[config.mk]
export PLATFORM = sky130hd
export DESIGN_NAME = func_lut_sel_flat
export DESIGN_NICKNAME = d
export VERILOG_FILES = /design/src/rtl/func_lut_pkg.sv /design/src/rtl/func_lut_sel_if.sv /design/src/rtl/func_lut_table.sv /design/src/rtl/func_lut_sel.sv /design/src/flat_wrapper.sv
export SDC_FILE = /design/constraint.sdc
export NUM_CORES = 1
export LEC_CHECK = 0
export ABC_AREA = 1
export BUFFER_PORTS_ARGS = -buffer_cell sky130_fd_sc_hd__buf_4
export CAP_MARGIN = 0
export CORE_ASPECT_RATIO = 0.6
export CORE_MARGIN = 1
export CORE_UTILIZATION = 55
export CTS_BUF_LIST = sky130_fd_sc_hd__clkbuf_8
export DETAILED_ROUTE_END_ITERATION = 10
export PLACE_DENSITY = 0.78
export SYNTH_ARGS = -nofsm -noshare
export SYNTH_HDL_FRONTEND = slang
export SYNTH_SLANG_ARGS = --single-unit
export TNS_END_PERCENT = 30
[constraint.sdc]
create_clock -name clk -period 1.52 [get_ports clk]
set_input_delay 0.228 -clock clk [delete_from_list [all_inputs] [get_ports clk]]
set_output_delay 0.228 -clock clk [all_outputs]
set_load 0.02 [all_outputs]
[src/rtl/func_lut_pkg.sv]
// func_lut_pkg -- shared constants and types for the programmable function selector.
//   SEL_W_DEF / WIDTH_DEF : default function-code width and lanes per table entry
//   DEPTH_DEF             : default table depth (2**SEL_W_DEF)
//   RESET_FN_DEF          : default reset function; entry i resets to {WIDTH{RESET_FN[i]}}
//   sel_t / lane_t        : function-code and table-entry types at the default sizes
package func_lut_pkg;

  localparam int SEL_W_DEF = 3;
  localparam int WIDTH_DEF = 8;
  localparam int DEPTH_DEF = 1 << SEL_W_DEF;

  localparam logic [DEPTH_DEF-1:0] RESET_FN_DEF = 8'hD9;

  typedef logic [SEL_W_DEF-1:0] sel_t;
  typedef logic [WIDTH_DEF-1:0] lane_t;

endpackage

[src/rtl/func_lut_sel_if.sv]
// func_lut_sel_if -- bus bundle for func_lut_sel.
//   Config write : cfg_we, cfg_addr, cfg_data
//   Lookup in    : in_valid, in_ready, in_sel
//   Result out   : out_valid, out_ready, out_bits
//   master modport drives requests and consumes results; slave modport is the selector.
interface func_lut_sel_if #(
  parameter int SEL_W = func_lut_pkg::SEL_W_DEF,
  parameter int WIDTH = func_lut_pkg::WIDTH_DEF
) ();

  logic             cfg_we;
  logic [SEL_W-1:0] cfg_addr;
  logic [WIDTH-1:0] cfg_data;
  logic             in_valid;
  logic             in_ready;
  logic [SEL_W-1:0] in_sel;
  logic             out_valid;
  logic             out_ready;
  logic [WIDTH-1:0] out_bits;

  modport master (
    output cfg_we, cfg_addr, cfg_data, in_valid, in_sel, out_ready,
    input  in_ready, out_valid, out_bits
  );

  modport slave (
    input  cfg_we, cfg_addr, cfg_data, in_valid, in_sel, out_ready,
    output in_ready, out_valid, out_bits
  );

endinterface

[src/rtl/func_lut_table.sv]
// func_lut_table -- DEPTH x WIDTH truth-table storage for func_lut_sel.
//   clk, rst : clock and synchronous active-high reset (loads RESET_FN pattern)
//   we       : write strobe; wrAddr/wrData select entry and new contents
//   rdAddr   : combinational read address; rdData is the current entry contents
// A write and a read of the same entry in one cycle return the old contents,
// because the read is combinational and the write lands on the clock edge.
module func_lut_table
  import func_lut_pkg::*;
#(
  parameter int                       SEL_W    = SEL_W_DEF,
  parameter int                       WIDTH    = WIDTH_DEF,
  parameter logic [(1<<SEL_W)-1:0]    RESET_FN = RESET_FN_DEF
) (
  input  logic             clk,
  input  logic             rst,
  input  logic             we,
  input  logic [SEL_W-1:0] wrAddr,
  input  logic [WIDTH-1:0] wrData,
  input  logic [SEL_W-1:0] rdAddr,
  output logic [WIDTH-1:0] rdData
);

  localparam int DEPTH = 1 << SEL_W;

  logic [WIDTH-1:0] mem [DEPTH];

  // NOTE: this array is reset on purpose -- its reset contents are the default
  // function table, so it must be built from flops rather than a RAM macro.
  // NOTE: sequential state uses non-blocking assignments so every flop samples
  // pre-edge values, independent of statement order.
  always_ff @(posedge clk) begin
    if (rst) begin
      for (int i = 0; i < DEPTH; i++) begin
        mem[i] <= {WIDTH{RESET_FN[i]}};
      end
    end else if (we) begin
      mem[wrAddr] <= wrData;
    end
  end

  assign rdData = mem[rdAddr];

endmodule

[src/rtl/func_lut_sel.sv]
// func_lut_sel -- programmable function selector between opcode decoder and ALU.
// A SEL_W-bit function code indexes a runtime-writable 2**SEL_W-entry table; the
// entry is returned through a one-deep registered valid/ready output stage.
//   clk        : single clock, rising edge
//   rst        : synchronous active-high reset; clears the output stage and
//                reloads the table from RESET_FN
//   bus        : func_lut_sel_if.slave (config write, lookup request, result)
//   lookup_cnt : (only with FUNC_LUT_CNT_EN defined) saturating count of
//                accepted lookups since reset
// Optional feature macro: FUNC_LUT_CNT_EN.
module func_lut_sel
  import func_lut_pkg::*;
#(
  parameter int                       SEL_W    = SEL_W_DEF,
  parameter int                       WIDTH    = WIDTH_DEF,
  parameter logic [(1<<SEL_W)-1:0]    RESET_FN = RESET_FN_DEF
) (
  input  logic                 clk,
  input  logic                 rst,
  func_lut_sel_if.slave        bus
`ifdef FUNC_LUT_CNT_EN
  ,
  output logic [15:0]          lookup_cnt
`endif
);

  logic             inReady;
  logic             accept;
  logic             transfer;
  logic             outValid;
  logic [WIDTH-1:0] outBits;
  logic [WIDTH-1:0] rdData;

  func_lut_table #(
    .SEL_W    (SEL_W),
    .WIDTH    (WIDTH),
    .RESET_FN (RESET_FN)
  ) u_table (
    .clk    (clk),
    .rst    (rst),
    .we     (bus.cfg_we),
    .wrAddr (bus.cfg_addr),
    .wrData (bus.cfg_data),
    .rdAddr (bus.in_sel),
    .rdData (rdData)
  );

  // The stage can take a new lookup whenever it is empty or its current result
  // leaves this cycle, giving full throughput with a single register.
  // NOTE: every signal driven from always_comb gets a value on every path, so no
  // latch is inferred.
  always_comb begin
    inReady  = !outValid || bus.out_ready;
    accept   = bus.in_valid && inReady;
    transfer = outValid && bus.out_ready;
  end

  // Accept wins over transfer: a simultaneous transfer+accept reloads the stage
  // and keeps out_valid high with no bubble. Stalls fall through and hold.
  always_ff @(posedge clk) begin
    if (rst) begin
      outValid <= 1'b0;
      outBits  <= '0;
    end else if (accept) begin
      outValid <= 1'b1;
      outBits  <= rdData;
    end else if (transfer) begin
      outValid <= 1'b0;
    end
  end

  assign bus.in_ready  = inReady;
  assign bus.out_valid = outValid;
  assign bus.out_bits  = outBits;

`ifdef FUNC_LUT_CNT_EN
  logic [15:0] lookupCnt;

  // Saturates at all-ones so a long run never wraps back to a small count.
  always_ff @(posedge clk) begin
    if (rst) begin
      lookupCnt <= '0;
    end else if (accept && (lookupCnt != 16'hFFFF)) begin
      lookupCnt <= lookupCnt + 16'd1;
    end
  end

  assign lookup_cnt = lookupCnt;
`endif

endmodule

[src/flat_wrapper.sv]
// flat-port wrapper written by rule: the top's interface ports become plain ports
module func_lut_sel_flat import func_lut_pkg::*;
#(
  parameter int                       SEL_W    = SEL_W_DEF,
  parameter int                       WIDTH    = WIDTH_DEF,
  parameter logic [(1<<SEL_W)-1:0]    RESET_FN = RESET_FN_DEF
)
  (clk, rst, bus_cfg_we, bus_cfg_addr, bus_cfg_data, bus_in_valid, bus_in_sel, bus_out_ready, bus_in_ready, bus_out_valid, bus_out_bits);
  func_lut_sel_if #(.SEL_W(SEL_W), .WIDTH(WIDTH)) bus_i ();
  input  logic clk;
  input  logic rst;
  input wire logic [$bits(bus_i.cfg_we)-1:0] bus_cfg_we;
  input wire logic [$bits(bus_i.cfg_addr)-1:0] bus_cfg_addr;
  input wire logic [$bits(bus_i.cfg_data)-1:0] bus_cfg_data;
  input wire logic [$bits(bus_i.in_valid)-1:0] bus_in_valid;
  input wire logic [$bits(bus_i.in_sel)-1:0] bus_in_sel;
  input wire logic [$bits(bus_i.out_ready)-1:0] bus_out_ready;
  output wire logic [$bits(bus_i.in_ready)-1:0] bus_in_ready;
  output wire logic [$bits(bus_i.out_valid)-1:0] bus_out_valid;
  output wire logic [$bits(bus_i.out_bits)-1:0] bus_out_bits;
  assign bus_i.cfg_we = bus_cfg_we;
  assign bus_i.cfg_addr = bus_cfg_addr;
  assign bus_i.cfg_data = bus_cfg_data;
  assign bus_i.in_valid = bus_in_valid;
  assign bus_i.in_sel = bus_in_sel;
  assign bus_i.out_ready = bus_out_ready;
  assign bus_in_ready = bus_i.in_ready;
  assign bus_out_valid = bus_i.out_valid;
  assign bus_out_bits = bus_i.out_bits;
  func_lut_sel #(.SEL_W(SEL_W), .WIDTH(WIDTH), .RESET_FN(RESET_FN)) u_core (.clk(clk), .rst(rst), .bus(bus_i));
endmodule
== After elaboration in Yosys (flattened, before gate mapping) ==
Memories as Yosys holds them, arrays and structs flattened. A register that Yosys moved wholly into a read port is not among the register bits.
Index checks and enable logic that the tools add are counted.

* Register bits after elaboration: 1
* Memory bits (writable): 64
* Output and inout port bits: 10
* Logic and storage cells: 18
* Memories kept: 1

* Multiplexer cells: 10
* Reduce and logical (&&, ||, !) cells: 6

{| class="wikitable"
|+ Memory list
! memory !! depth !! width !! read ports !! clocked after memory_dff !! wr ports !! RTL line !! text
|-
| u_core.u_table.mem || 8 || 8 || 1 || 1 || 8 || func_lut_table.sv:25 || <nowiki>logic [WIDTH-1:0] mem [DEPTH];</nowiki>
|}

{| class="wikitable"
|+ Operator list
! cell !! count
|-
| 1-bit two-way mux || 8
|-
| 8-bit two-way mux || 1
|-
| 8-bit OR reduction || 1
|-
| 3-bit two-way mux || 1
|-
| 1-bit logical AND || 2
|-
| 2-bit nonzero test || 1
|-
| 1-bit zero test || 1
|-
| 1-bit logical OR || 1
|}

== Logic depth before layout (Yosys ltp) ==
* Word-level depth: 5
* Mapped depth: 9
* Gate-level depth less buffers: 7

== Hierarchy ==
From an unflattened synthesis, not the netlist that was laid out.

* Cell total of the unflattened synthesis: 437
* Area, all modules: 3,758.6 sq um

{| class="wikitable"
|+ By module, submodules not included
! module !! instances !! cells an instance !! area an instance (sq um) !! seq. area each (sq um)
|-
| func_lut_table || 1 || 380 || 3,285.7 || 1,921.8
|-
| func_lut_sel || 1 || 57 || 473.0 || 180.2
|}

== Least setup slack after synthesis ==
Ideal clock, no wire load.

* Path kind: in2reg
* Start: input port rst
* End: memory u_core.u_table.mem[7][0] (netlist name) (enable)
* Library setup time: 329 ps
* Arrival: 950 ps
* Required time: 1,191 ps
* Setup slack: 241 ps
* Stages: 4
* Path through: inv_2 -> nand2_2 -> nor3_4 -> or2_1

{| class="wikitable"
|+ RTL lines
! element !! RTL line !! text
|-
| start, declared || flat_wrapper.sv:11 || <nowiki>input logic rst;</nowiki>
|-
| end, declared || func_lut_table.sv:25 ||
|}

== Worst setup path after layout ==
* Start: register u_core.outValid, in the netlist u_core.bus.out_valid
* End: output port bus_in_ready

* Cells in the longest elaborated chain, start to end: 2

{| class="wikitable"
|+ Ends and longest elaborated chain
! element !! RTL line !! text
|-
| start, declared || func_lut_sel.sv:30 || <nowiki>logic outValid;</nowiki>
|-
| start signal, assigned || func_lut_sel.sv:62 || <nowiki>outValid <= 1'b0;</nowiki>
|-
| start signal, assigned || func_lut_sel.sv:65 || <nowiki>outValid <= 1'b1;</nowiki>
|-
| start signal, assigned || func_lut_sel.sv:68 || <nowiki>outValid <= 1'b0;</nowiki>
|-
| 1-bit zero test || func_lut_sel.sv:53 || <nowiki>inReady = !outValid || bus.out_ready;</nowiki>
|-
| 1-bit logical OR || func_lut_sel.sv:53 ||
|-
| end, declared || flat_wrapper.sv:18 || <nowiki>output wire logic [$bits(bus_i.in_ready)-1:0] bus_in_ready;</nowiki>
|}

Every way passes these cells.

==> qor.csv <==
metric,value,unit
io_pins,29,
rsz0062_at_grt,no,
gr-total-overflow,0,
synth_xor_area_frac,0,
wirelength,7.99,mm
clock_sinks,73,
synthSimpleGateAreaFrac,0.275,
muxShareOfSynthArea,0,
dp_hpwl,5.51,mm
hold_buffers,0,
post-route-util,0.677,
critPathRequiredTime,1.29,ns
io_buffers,28,
antenna_found_initial,0,
leakage,1.80,nW
cts_setup_buffers,0,
fill_cells,449,
grt_pass1_vias,2465,
drc,0,
avgViaCountPerCell,5.42,
grt_util_all_layers,0.264,
netlist_instances,387,
finalHoldViolCount,0,
drt_iter0_markers,370,
layout_min_cycle_time,1.16,ns
layout.area.seq,0.00210,mm2
clk_latency,0.35,ns
clkTransAtPathRegs,0.07,ns
p_total,4.40,mW
die_w,104,um
synth_adder_area_share,0,
synth_top_family_by_area,simple AND/OR/NAND/NOR gates,
finalCritPeriodShare,0.764,
tightest_slew,0.458,ns
start_util,0.595,
cts_tree,done,
dr_total_vias,2747,
seq_area_frac_synth,0.609,
dr.pass1.iters,5,
tns,0,ns
clockBufferDepth,2,
layout_common_cells,"140 x nand2_1, 64 x edfxtp_1, 63 x inv_1",
setup_viol,0,
status,"finished, final reports clean",
dieArea,0.00661,mm2
startpoint,u_core.bus.out_valid$_SDFFE_PP0P_,
ys_ff_latch,73,
globalplace.congestion,0.882,
avgRoutedWirePerCell,15.7,um
htree_levels,3,
cts-root-buf,clkbuf_8,
synth_area,0.00345,mm2
p_per_area,1120,mW/mm2
cp-end-kind,output port,
peakVddDrop,600,uV
avgSynthCellArea,8.92,um2
antenna_left,0,
rows,21,
r2r_start,u_core.bus.out_valid$_SDFFE_PP0P_,
final_max_slew_viol_count,0,
syn-num-nets,406,
critPathLaunchType,flip-flop,
final_common_cell,nand2_1,
grt_max_degree,33,
fp.coreArea,0.00581,mm2
multiInputGateArea,995,um2
fin_skew,0.00537,ns
ys_types,18,
dieHeight,63.4,um
cap_violations,0,
tritoncts.num_buffers,9,
slew_headroom,0.695,
critPathMaxFanout,3,
drive_above_1_share,0.152,
area_growth,13.9,%
diodes,0,
crit_type,flip-flop to output port,
final_nets,442,
hp-class,input pin to flip-flop,
cts_resized,0,
grt_pass1_wl,12.5,mm
fmax,861,MHz
cp.arrival,0.93,ns
synth_compound_area_frac,0.0130,
min-delay-start,bus_out_ready,
ys_warn_count,0,
-- state kept, by name, indices dropped and copies added, names as in the netlist --
signal	cells
u_core.bus.out_valid	1
u_core.u_table.mem	64
u_core.bus.out_bits	8
-- cell type report --
cell class	count	share of cell area
Inverter	68	0.0655
Multi-Input combinational cell	234	0.253
Sequential cell	73	0.535
Timing Repair Buffer	37	0.0706
Tap cell	80	0.0255
Clock inverter	6	0.0194
Clock buffer	9	0.0315
-- cells by family (layout without fill, tap and decap cells) --
| family | count (synthesis) | count (layout) |
|---|---|---|
| simple gates | 225 | 225 |
| flops | 73 | 73 |
| buf+inv | 80 | 120 |
| compound gates | 9 | 9 |
-- synthesized netlist by cell type --
cell type	n	area (um2)
a21oi_1	9	45.0
buf_2	4	20.0
buf_4	1	7.51
buf_6	6	67.6
clkbuf_1	1	3.75
dfxtp_1	9	180
edfxtp_1	64	1920
inv_1	61	229
inv_2	6	22.5
inv_4	1	6.26
nand2_1	140	526
nand2_2	4	25.0
nand3_1	48	240
nor2_1	27	101
nor2_2	2	12.5
nor3_4	2	32.5
or2_1	1	6.26
or2_2	1	6.26
-- report_power, final --
part	internal (mW)	switching, mW	leakage, nW
clock	0.895	0.681	0.109
sequential	2.31	0.0437	0.705
combinational	0.153	0.326	0.986
-- worst paths after layout --
check	to	slack, ns	depth (start not counted)
max	bus_in_ready	0.36	2
min	u_core.bus.out_valid$_SDFFE_PP0P_	0.20	4
max reg2reg	u_core.bus.out_bits[2]$_SDFFE_PP0P_	0.38	5
min reg2reg	u_core.bus.out_bits[3]$_SDFFE_PP0P_	0.47	2
-- per-stage QoR --
step | area [um2] | worst slack, ns | cells | hold slack [ns]
3_5_place_dp | 3730 | 0.0909 | 492 | 0.460
4_1_cts | 3930 | 0.343 | 507 | 0.196
3_3_place_gp | 3730 | 0.136 | 492 | 0.454
6_report | 3930 | 0.359 | 507 | 0.196
2_1_floorplan | 3450 | 0.241 | 387 | 0.418
5_1_grt | 3930 | 0.210 | 507 | 0.219
-- critical path: stages (launching register included) --
cell and delay (ns):
dfxtp_1 0.33, nand2_1 0.09, buf_4 0.17
-- metal layers --
metal	part of all wire	global-route usage
met1	0.41	0.375
met2	0.42	0.374
met3	0.14	0.0807
met4	0.028	0.114
met5	0	0
(Power assumes the default switching activity.)
